[src/rtl/fir_pkg.sv]
// Shared definitions for the 1-2-1 FIR filter and its deconvolver:
// default widths, tap constants and FSM state encodings.
package fir_pkg;

    localparam int DATA_W_DEF = 8;
    localparam int Y_W_DEF    = 16;
    localparam int CNT_W_DEF  = 16;

    // Leading tap is 1, so the inverse needs no division.
    localparam int TAP0 = 1;
    localparam int TAP1 = 2;
    localparam int TAP2 = 1;

    typedef logic [1:0] state_t;
    localparam state_t ST_IDLE = 2'd0;
    localparam state_t ST_RUN  = 2'd1;
    localparam state_t ST_ERR  = 2'd2;

endpackage

[src/rtl/fir_deconv_core.sv]
// Combinational inverse of the 1-2-1 FIR: x = y - 2*x1 - x2,
// evaluated at full signed width, with a range check on the result.
module fir_deconv_core
    import fir_pkg::*;
#(
    parameter int DATA_W = DATA_W_DEF,
    parameter int Y_W    = Y_W_DEF
) (
    input  logic [Y_W-1:0]    y,
    input  logic [DATA_W-1:0] h1,
    input  logic [DATA_W-1:0] h2,
    output logic [DATA_W-1:0] x,
    output logic              in_range
);

    localparam int W = Y_W + 2;
    localparam logic signed [W-1:0] T1    = W'(TAP1);
    localparam logic signed [W-1:0] T2    = W'(TAP2);
    localparam logic signed [W-1:0] X_MAX = W'((1 << DATA_W) - 1);

    logic signed [W-1:0] y_s;
    logic signed [W-1:0] h1_s;
    logic signed [W-1:0] h2_s;
    logic signed [W-1:0] r;

    assign y_s  = $signed({2'b00, y});
    assign h1_s = $signed({{(W - DATA_W){1'b0}}, h1});
    assign h2_s = $signed({{(W - DATA_W){1'b0}}, h2});
    assign r    = y_s - T1 * h1_s - T2 * h2_s;

    assign in_range = !r[W-1] && (r <= X_MAX);
    assign x        = r[DATA_W-1:0];

endmodule

[src/rtl/fir_deconv.sv]
// Streaming deconvolver for the 1-2-1 FIR: valid/ready in and out,
// one-cycle latency, sticky error on out-of-range recovery.
module fir_deconv
    import fir_pkg::*;
#(
    parameter int DATA_W = DATA_W_DEF,
    parameter int Y_W    = Y_W_DEF,
    parameter int CNT_W  = CNT_W_DEF
) (
    input  logic              clk,
    input  logic              reset,
    input  logic              clr,
    input  logic [Y_W-1:0]    y_in,
    input  logic              y_valid,
    output logic              y_ready,
    output logic [DATA_W-1:0] x_out,
    output logic              x_valid,
    input  logic              x_ready,
    output logic              err,
    output logic [CNT_W-1:0]  count
);

    function automatic logic [CNT_W-1:0] sat_inc(input logic [CNT_W-1:0] c);
        return (&c) ? c : c + CNT_W'(1);
    endfunction

    state_t              state;
    logic                rdy_en;
    logic [DATA_W-1:0]   h1;
    logic [DATA_W-1:0]   h2;
    logic [DATA_W-1:0]   x_p1;
    logic                vld_p1;
    logic                err_q;
    logic [CNT_W-1:0]    cnt;
    logic [DATA_W-1:0]   x_new;
    logic                in_range;
    logic                y_xfer;
    logic                x_xfer;

    fir_deconv_core #(
        .DATA_W (DATA_W),
        .Y_W    (Y_W)
    ) u_core (
        .y        (y_in),
        .h1       (h1),
        .h2       (h2),
        .x        (x_new),
        .in_range (in_range)
    );

    // rdy_en keeps y_ready low until the first edge after reset release.
    assign y_ready = rdy_en && (state != ST_ERR) && (!vld_p1 || x_ready);
    assign y_xfer  = y_valid && y_ready;
    assign x_xfer  = vld_p1 && x_ready;

    // Stage p0 -> p1: recovered sample registered, history advanced.
    always_ff @(posedge clk or negedge reset) begin
        if (!reset) begin
            state  <= ST_IDLE;
            rdy_en <= 1'b0;
            h1     <= '0;
            h2     <= '0;
            x_p1   <= '0;
            vld_p1 <= 1'b0;
            err_q  <= 1'b0;
            cnt    <= '0;
        end else begin
            rdy_en <= 1'b1;
            if (clr) begin
                state  <= ST_IDLE;
                h1     <= '0;
                h2     <= '0;
                x_p1   <= '0;
                vld_p1 <= 1'b0;
                err_q  <= 1'b0;
                cnt    <= '0;
            end else begin
                if (x_xfer)
                    vld_p1 <= 1'b0;
                if (y_xfer) begin
                    if (in_range) begin
                        x_p1   <= x_new;
                        vld_p1 <= 1'b1;
                        h1     <= x_new;
                        h2     <= h1;
                        cnt    <= sat_inc(cnt);
                        state  <= ST_RUN;
                    end else begin
                        state  <= ST_ERR;
                        err_q  <= 1'b1;
                    end
                end
            end
        end
    end

    assign x_out   = x_p1;
    assign x_valid = vld_p1;
    assign err     = err_q;
    assign count   = cnt;

endmodule

[config.mk]
export PLATFORM = sky130hd
export DESIGN_NAME = fir_deconv
export DESIGN_NICKNAME = d
export VERILOG_FILES = /design/src/rtl/fir_pkg.sv /design/src/rtl/fir_deconv_core.sv /design/src/rtl/fir_deconv.sv
export SDC_FILE = /design/constraint.sdc
export NUM_CORES = 1
export LEC_CHECK = 0
export CAP_MARGIN = 20
export CORE_MARGIN = 4
export CORE_UTILIZATION = 55
export CTS_BUF_LIST = sky130_fd_sc_hd__clkbuf_4
export DETAILED_ROUTE_END_ITERATION = 8
export PLACE_DENSITY = 0.84
export SLEW_MARGIN = 25
export SYNTH_ARGS = -nofsm -noshare
export SYNTH_HDL_FRONTEND = slang
export SYNTH_SLANG_ARGS = --single-unit
export TNS_END_PERCENT = 100
[constraint.sdc]
create_clock -name clk -period 4.37 [get_ports clk]
set_clock_uncertainty 0.2 [all_clocks]
set_input_delay 1.0925 -clock clk [delete_from_list [all_inputs] [get_ports clk]]
set_output_delay 1.0925 -clock clk [all_outputs]
set_load 0.02 [all_outputs]
; Word level (Yosys, flattened, before mapping)
; Index checks and enable logic that the tools add are counted.
[classes]
n_addsub = 3
n_mux = 20
reduce_logical = 14
n_lt_le_gt_ge = 1
n_eq_ne = 3
[op_table]
columns = op, n
row1 = 16-bit 2-to-1 mux, 4
row2 = 8-bit 2-to-1 mux, 6
row3 = "18-bit by 9-bit <= comparator with 1-bit output, second input constant", 1
row4 = 18-bit by 9-bit subtractor with 18-bit output, 1
row5 = 16-bit by 9-bit subtractor with 17-bit output, 1
row6 = "16-bit by 1-bit adder with 16-bit output, second input constant", 1
row7 = 16-bit AND reduction, 1
row8 = 1-bit 2-to-1 mux, 7
row9 = 2-bit 2-to-1 mux, 3
row10 = "2-bit != test, second input constant", 3
row11 = 1-bit logical AND, 5
row12 = 2-bit AND reduction, 2
row13 = 2-bit nonzero test, 2
row14 = 3-bit AND reduction, 1
row15 = 1-bit logical NOT, 2
row16 = 1-bit logical OR, 1
[word_totals]
wordCells = 48
out_inout_bits = 27
register_bits = 37

; Depth between registers and ports, before layout
; Gate-level depths: netlist (run 1).
[depth]
ltp_word = 7
mapped_depth = 18
depth_no_buf = 16

; Cells and area by module
; A second synthesis (run 1) with hierarchy kept.
[hier_totals]
hier_cells = 297
area_unflattened_um2 = 2560.0
[by_module_without_submodules]
columns = mod, area_each_um2, cells_each, instances
row1 = fir_deconv, 1712.9, 183, 1
row2 = fir_deconv_core, 847.1, 114, 1

; Least setup slack after synthesis (run 1)
; No wires, ideal clock.
[synth_path]
path_type = input to register
start = input port y_in[1]
end = register x_p1[7] (netlist: x_out[7])
t_required_ns = 4.034
path_buffers = 2
arrival_ns = 4.362
setup_time_ns = 0.136
slack_ns = -0.328
stages = 18
path_cell_list = inv_1 > ha_1 > fa_1 > nand2b_1 > a21oi_1 > nor2_1 > xnor2_1 > ha_1 > or3_1 > nand2b_1 > o21ai_0 > a21oi_1 > o211a_2 > o2111ai_4 > buf_6 > clkbuf_1 > o21bai_1 > a21oi_1
[synth_via]
elab_chain_cells = 6
elab_cells_between_ends = 10
classes_between = 2 x add/sub / 1 x order compare / 3 x mux / 4 x reduce/logical
[synth_lines]
columns = item, line
row1 = start: declaration, fir_deconv.sv:13  ; input logic [Y_W-1:0] y_in,
row2 = 16-bit by 9-bit subtractor with 17-bit output *, fir_deconv_core.sv:29  ; assign r = y_s - T1 * h1_s - T2 * h2_s;
row3 = 18-bit by 9-bit subtractor with 18-bit output *, fir_deconv_core.sv:29
row4 = 18-bit by 9-bit <= comparator with 1-bit output / 1-bit logical NOT (equally long branches), fir_deconv_core.sv:31  ; assign in_range = !r[W-1] && (r <= X_MAX);
row5 = 1-bit logical AND, fir_deconv_core.sv:31
row6 = 2-bit nonzero test (no line), --
row7 = 2-bit AND reduction (no line), --
row8 = end signal: assignment, fir_deconv.sv:82  ; x_p1 <= x_new;
row9 = end: declaration, fir_deconv.sv:31  ; logic [DATA_W-1:0] x_p1;
; Mark *: on every way between the ends. The rest lies on a longest branch, timed or not. The select of a mux whose other input is x is not followed.
; A chain may end at the register's enable or synchronous reset.

; Worst setup path after layout (run 1)
[layout_path]
start = input port y_in[1]
end = register cnt[6] (netlist: count[6])
[layout_via]
elab_chain_cells = 6
elab_cells_between_ends = 7
classes_between = 2 x add/sub / 1 x order compare / 4 x reduce/logical
[layout_lines]
columns = item, line
row1 = 16-bit by 9-bit subtractor with 17-bit output *, fir_deconv_core.sv:29
row2 = 18-bit by 9-bit subtractor with 18-bit output *, fir_deconv_core.sv:29
row3 = 18-bit by 9-bit <= comparator with 1-bit output / 1-bit logical NOT (equally long branches), fir_deconv_core.sv:31
row4 = 1-bit logical AND *, fir_deconv_core.sv:31
row5 = 2-bit nonzero test (no line) *, --
row6 = 3-bit AND reduction (no line) *, --
row7 = end signal: assignment, fir_deconv.sv:86  ; cnt <= sat_inc(cnt);
row8 = end: declaration, fir_deconv.sv:34  ; logic [CNT_W-1:0] cnt;
; Mark *: on every way between the ends. The rest lies on a longest branch, timed or not.

==> impl_metrics.toml, run 1 <==
[run_status]
status = "finished, violations left"
failed_checks = "negative setup slack"

[route]
wl_met2_mm = 5.19
route.antenna.remaining_nets = 0
wl_per_cell_um = 20.0
drt-total-wl_mm = 10.4
via_per_inst = 6.40
top_layer_used = "met4"
drc = 0
detail_route.iter0.violations = 257
met3_length_um = 813
wl_met1_mm = 3.97
first_pass_detailed_route_iteration_total = 5
routed-via-count = 3326

[clocking]
cts_tree = "done"
worst_skew_pair.late_latency_ns = 0.38
numCtsBuffers = 5
cts_max_level = 2
hold_bufs_at_cts = 0
clock_sink_count = 37
worst_setup_hold_path_clk_slew_ns = 0.15
root_buffer = "clkbuf_4"
longest_clk_path_bufs = 2

[floorplan]
die_area_mm2 = 0.00662
placeableCoreArea_mm2 = 0.00517
top_level_pins = 48
initial_core_util_pct = 57.2
die_width_um = 81.4
chipHeight_um = 81.4
total_number_of_placement_rows = 26

[sta]
final_clock_period_utilization_by_the_worst_path_pct = 105
report.final.hold_viol_count = 0
post-route-min-period_ns = 4.60
setup_repair_after_global_routing_missed_its_margin = "true"
timing.final.setup_violations = 18
fmaxAchievable_ghz = 0.218
setup-tns-final_ns = -1.61
timing.slew.headroom_pct = 43.9
slew_of_the_pin_with_the_lowest_slew_margin_ns = 0.841
setup_ws_post_layout_ns = -0.227
finalMaxSlewViolations = 0

[final_layout]
antenna_cells = 0
layout_commonest_cell = "buf_4"
mostFrequentLayoutCells = "buf_4, clkdlybuf4s50_1, dfrtp_1"
final_layout_size_suffix_gt1_share_pct = 28.2
final_core_utilization_pct = 84.3
final_area_mm2 = 0.00436
final_net_count = 490
syn2layout_area_growth_pct = 47.2

[global_routing]
grt_first_pass_wirelength_mm = 14.9
grt_antenna_before_repair = 0
globalRoute.totalOverflow = 0
grt_start_max_net_pins = 38
groute.usage.overall_pct = 29.0
via_count_of_the_first_global_routing_pass = 3103

[synthesis]
synth_top_family_by_area = "simple AND/OR/NAND/NOR gates"
synth_seq_cells = 37
syn_inst = 344
synth-compound-area-share_pct = 21.3
synth_simple_gate_area_share_pct = 24.5
yosysWarningCount = 0
seq_area_frac_synth_pct = 31.3
postSynth.asyncResetShare_pct = 100
synth_cell_type_count = 64
post_synth_fa_ha_maj_area_fraction_pct = 8.96
postSynthAreaPerCell_um2 = 8.61
synthXorXnorAreaFrac_pct = 2.96
synth_enable_flop_cells = 0
netlist_area_mm2 = 0.00296
synth_flop_cell = "dfrtp_1"
syn_nets = 385
synthMuxAreaShare_pct = 5.45

[power]
static-leakage-power_uw = 0.00190
power.density_mw_per_mm2 = 202
vdd.ir_drop.worst_uv = 266
report.power.total_uw = 881

[worst_setup_path]
cp_data_required_time_ns = 4.46
crit_path_start_kind = "input pin"
critical_path.endpoint_type = "flop"
timing.setup.critical_path_class = "input pin to flop"
crit_path_max_fanout = 7
critical_path_arrival_ns = 4.69

[run]
maxCapViolCount = 0

[placed_design]
dpl-instance-area_mm2 = 0.00394
port-buffer-count = 47
place_hpwl_mm = 6.13
place.gp.congestion = 0.898

[worst_hold_path]
min-delay-path-class = "flop to flop"
==> worst max-delay path, stage by stage <==
cell and delay (ns):
buf_8 0.09, inv_12 0.03, ha_4 0.15, fa_2 0.34
nand2b_4 0.16, a21oi_4 0.17, nor2_4 0.07, xnor2_2 0.15
buf_4 0.14, ha_1 0.29, a21oi_1 0.23, o21ai_0 0.18
nand2_1 0.14, xnor2_1 0.17, buf_4 0.17, o2111ai_4 0.18
buf_12 0.20, or4_1 0.52, a21oi_1 0.19
==> routing by layer <==
| metal | global-route usage [%] | vias up |
|---|---|---|
| met1 | 36.9 | 1570 |
| li1 | - | 1475 |
| met3 | 3.88 | 54 |
| met5 | 0 | - |
| met4 | 9.97 | 0 |
| met2 | 50.1 | 227 |
==> registers in the layout (all words and copies together) (netlist names) <==
register / count
x_out: 8
x_valid: 1
rdy_en: 1
err: 1
h2: 8
count: 16
state: 2
==> worst paths after layout <==
kind	from	end	slack, ns	cells after the start
hold / removal	err	err	0.33	1
setup / recovery	y_in[1]	count[6]	-0.23	19
min in group asynchronous	reset	h2[7]	0.59	1
max in group asynchronous	reset	count[7]	2.82	1
hold reg to reg	err	err	0.33	1
setup reg to reg	x_out[0]	count[6]	0.13	17
==> synth_stat cells, types with 2 or more instances <==
master	n	area share, %
nor3_1	6	1.0
inv_1	27	3.4
nand2_1	22	2.8
nand3b_1	2	0.51
nor2b_1	6	1.3
nor2_1	35	4.4
nand4_1	2	0.42
ha_1	18	7.6
nor4_1	2	0.42
nor3b_1	2	0.51
or4_1	9	2.3
o31ai_1	10	2.5
o21ai_1	4	0.68
nand2b_1	7	1.5
o211ai_1	3	0.76
a21oi_1	26	4.4
buf_2	4	0.68
dfrtp_1	37	31
o2111ai_1	3	0.89
a211oi_2	2	0.85
o21ai_0	10	1.7
clkbuf_1	7	0.89
o31a_1	2	0.59
and3_1	7	1.5
or3_1	7	1.5
mux2i_1	15	5.1
nand3_1	11	1.9
a41oi_1	2	0.59
a31oi_1	4	0.85
xnor2_1	9	2.7
fa_1	2	1.4
and2_1	2	0.42
o21a_1	4	1.0
a21o_1	5	1.3
==> power breakdown <==
| group | internal (µW) | switching [µW] | total (µW) |
|---|---|---|---|
| clock | 122 | 139 | 260 |
| sequential | 345 | 1.71 | 347 |
| combinational | 131 | 143 | 274 |
==> what timing repair did <==
item	in CTS	in global routing
setup endpoints to repair	36	31
gates resized for setup	26	35
gates cloned	2	0
setup buffers	3	4
pin swaps	20	26
==> area by class of cell <==
type / count / area, µm²
flip-flops and latches: 37 / 926
clock inverters: 3 / 43.8
well taps: 70 / 87.6
multi-input cells: 268 / 2140
inverters: 27 / 114
fillers: 268 / 815
clock buffers: 5 / 37.5
repair buffers: 110 / 1000
==> logic make-up after synthesis <==
logic type | count (synthesis)
simple gates | 132
compound gates | 89
buf+inv | 39
flops | 37
fa+ha+maj | 20
mux | 16
xor+xnor | 10
other cells | 1
==> per-stage QoR <==
| stage | std cells | setup WS [ns] | hold WS [ns] |
|---|---|---|---|
| CTS | 516 | 0.00143 | 0.326 |
| detailed placement | 503 | -0.921 | 0.295 |
| finish | 520 | -0.227 | 0.326 |
| floorplan | 344 | -0.0579 | 0.290 |
| global route | 520 | -0.281 | 0.370 |
| global placement | 503 | -0.770 | 0.282 |
No activity file was read; power rests on OpenSTA's default activity.
==> inputs of run 2 (changes only) <==
--- a/constraint.sdc
+++ b/constraint.sdc
@@ -4,2 +4,2 @@
 set_output_delay 1.0925 -clock clk [all_outputs]
-set_load 0.02 [all_outputs]
+set_load 0.01 [all_outputs]
==> run 2 against run 1 <==
Highest routed layer unchanged. Utilization up 1.4 points. Design area increased by 1.7%. Largest cell class unchanged. Sequential cell count unchanged. Critical path depth is the same. Worst hold slack better by 0.032 ns. Fmax rose by 2.5%. The flow still finishes with violations (negative setup slack).
==> impl_metrics.toml, run 2 (synthesis gave the netlist of run 1 again) <==
[global_routing]
groute.usage.overall_pct = 32.7
grt_first_pass_wirelength_mm = 16.5
via_count_of_the_first_global_routing_pass = 3436
grt_antenna_before_repair = 0
globalRoute.totalOverflow = 0
grt_start_max_net_pins = 40

[sta]
timing.final.setup_violations = 11
setup_ws_post_layout_ns = -0.114
report.final.hold_viol_count = 0
slew_of_the_pin_with_the_lowest_slew_margin_ns = 0.847
post-route-min-period_ns = 4.48
timing.slew.headroom_pct = 43.6
worst_case_hold_slack_ns = 0.358
final_clock_period_utilization_by_the_worst_path_pct = 103
fmaxAchievable_ghz = 0.223
finalMaxSlewViolations = 0
setup_repair_after_global_routing_missed_its_margin = "true"

[floorplan]
total_number_of_placement_rows = 26
initial_core_util_pct = 57.2
die_width_um = 81.4
die_area_mm2 = 0.00662
top_level_pins = 48
placeableCoreArea_mm2 = 0.00517
chipHeight_um = 81.4

[worst_setup_path]
critical_path_arrival_ns = 4.58
crit_path_max_fanout = 6
cp_slowest_stage_delay_ns = 0.41
timing.setup.critical_path_class = "input pin to flop"
slowest_stage = "or3_4"
worst_path_dominant_cell_family = "simple AND/OR/NAND/NOR gates"
number_of_buffer_and_inverter_stages_on_the_critical_path = 4
crit_path_cell_trace = "buf_12 > inv_12 > ha_4 > fa_2 > nand2b_4 > a21oi_4 > nor2_4 > xnor2_2 > ha_2 > or3_4 > nand2b_4 > o21ai_4 > a21oi_4 > a211oi_4 > o2111ai_4 > buf_6 > buf_4 > or3_1 > a21oi_1"
ff2ff_setup_slack_ns = 0.24
critical_path.endpoint_type = "flop"
crit_path_start_kind = "input pin"
cp_data_required_time_ns = 4.47

[final_layout]
antenna_cells = 0
fillerInstances = 230
final_layout_size_suffix_gt1_share_pct = 32.2
layout_commonest_cell = "buf_4"
syn2layout_area_growth_pct = 49.7
largest_reg_flops = 16
mostFrequentLayoutCells = "buf_4, clkdlybuf4s50_1, dfrtp_1"
final_net_count = 494
non_filler_cells_in_the_finished_layout = 524

[clocking]
cts_tree = "done"
worst_setup_hold_path_clk_slew_ns = 0.14
longest_clk_path_bufs = 2
worst_skew_pair.late_latency_ns = 0.37
clock_sink_count = 37
numCtsBuffers = 5
cts_max_level = 2
root_buffer = "clkbuf_4"

[route]
drt-total-wl_mm = 11.5
drc = 0
first_pass_detailed_route_iteration_total = 5
route.antenna.remaining_nets = 0
wl_per_cell_um = 22.0
detail_route.iter0.violations = 388
routed-via-count = 3537
via_per_inst = 6.75

[run_status]
failed_checks = "negative setup slack"
status = "finished, violations left"

[worst_hold_path]
min-delay-path-class = "flop to flop"

[run]
maxCapViolCount = 0

[power]
combPwrFrac_pct = 34.3
static-leakage-power_uw = 0.00191
seq_power_share_pct = 42.3
switching_share_pct = 34.5
share_clk_of_total_power_pct = 23.4
vdd.ir_drop.worst_uv = 232
internal_power_uw = 538
power.density_mw_per_mm2 = 185
power_switching_uw = 283

[placed_design]
placement.setup.worst_slack_ns = -0.927
dp.cells = 506
place_hpwl_mm = 6.06
port-buffer-count = 47
place.gp.congestion = 0.916
==> run 2: changes by cell type in the layout (fill, tap and decap cells not counted), moves of 2 or more <==
cell / change
or4_1: -4
or4_4: +4
o31ai_1: -2
buf_16: +2
a21oi_2: +6
o31ai_2: +2
buf_6: +3
a21oi_1: -5
==> run 2: worst reg2reg max path, cell delays in order (launching register included) <==
cell       delay (ns)
dfrtp_1          0.46
ha_4             0.20
fa_2             0.35
nand2b_4         0.16
a21oi_4          0.20
nor2_4           0.06
xnor2_2          0.14
ha_2             0.19
or3_4            0.41
nand2b_4         0.18
o21ai_4          0.08
a21oi_4          0.06
a211oi_4         0.26
o2111ai_4        0.26
buf_6            0.22
buf_4            0.13
or3_1            0.34
a21oi_1          0.18
==> run 2: power groups by stage <==
| stage | clock [µW] | combinational, µW | sequential, µW |
|---|---|---|---|
| 3_3_place_gp | 0 | 224 | 353 |
| 4_1_cts | 183 | 246 | 347 |
| 3_5_place_dp | 0 | 231 | 353 |
| 2_1_floorplan | 0 | 121 | 354 |
| 5_1_grt | 209 | 296 | 347 |
| 6_report | 192 | 282 | 347 |
==> run 2: timing repair <==
item	CTS	global route
hold buffers	0	0
cloned	4	0
pin swaps	19	33
endpoints found under the setup margin	36	24
resized for setup	37	42
buffers inserted	7	2
==> run 2: area by class of cell <==
| class | instances | area, µm² | area share, % |
|---|---|---|---|
| Timing Repair Buffer | 114 | 1050 | 23.6 |
| Tap cell | 70 | 87.6 | 1.98 |
| Multi-Input combinational cell | 268 | 2200 | 49.7 |
| Inverter | 27 | 114 | 2.57 |
| Sequential cell | 37 | 926 | 20.9 |
| Clock buffer | 5 | 37.5 | 0.847 |
| Clock inverter | 3 | 17.5 | 0.395 |
==> run 2: final timing paths <==
| kind | startpoint | end | depth (start not counted) |
|---|---|---|---|
| max in group asynchronous | reset | count[1] | 1 |
| min reg2reg | h2[0] | h2[0] | 2 |
| min | h2[0] | h2[0] | 2 |
| min in group asynchronous | reset | count[12] | 1 |
| max reg2reg | x_out[0] | count[0] | 17 |
| max | y_in[1] | count[0] | 19 |
==> run 2: layer usage <==
metal  vias up  GRT usage, %  wire (µm)
met3        91          6.54       1130
met2       298          55.8       5410
met1      1666          38.7       4250
met5         -             0          0
met4         0          16.4        756
li1       1482             -          -
==> run 2: per-stage QoR <==
stage	utilization [%]	total power, µW	setup TNS, ns	instance area, µm²
final	85.7	822	-0.527	4430
after global routing	85.7	852	-1.34	4430
after CTS	82.5	776	0	4270
after detailed placement	76.4	584	-30.10	3950
after global placement	76.4	577	-25.93	3950
after floorplan	-	475	-0.0599	3060
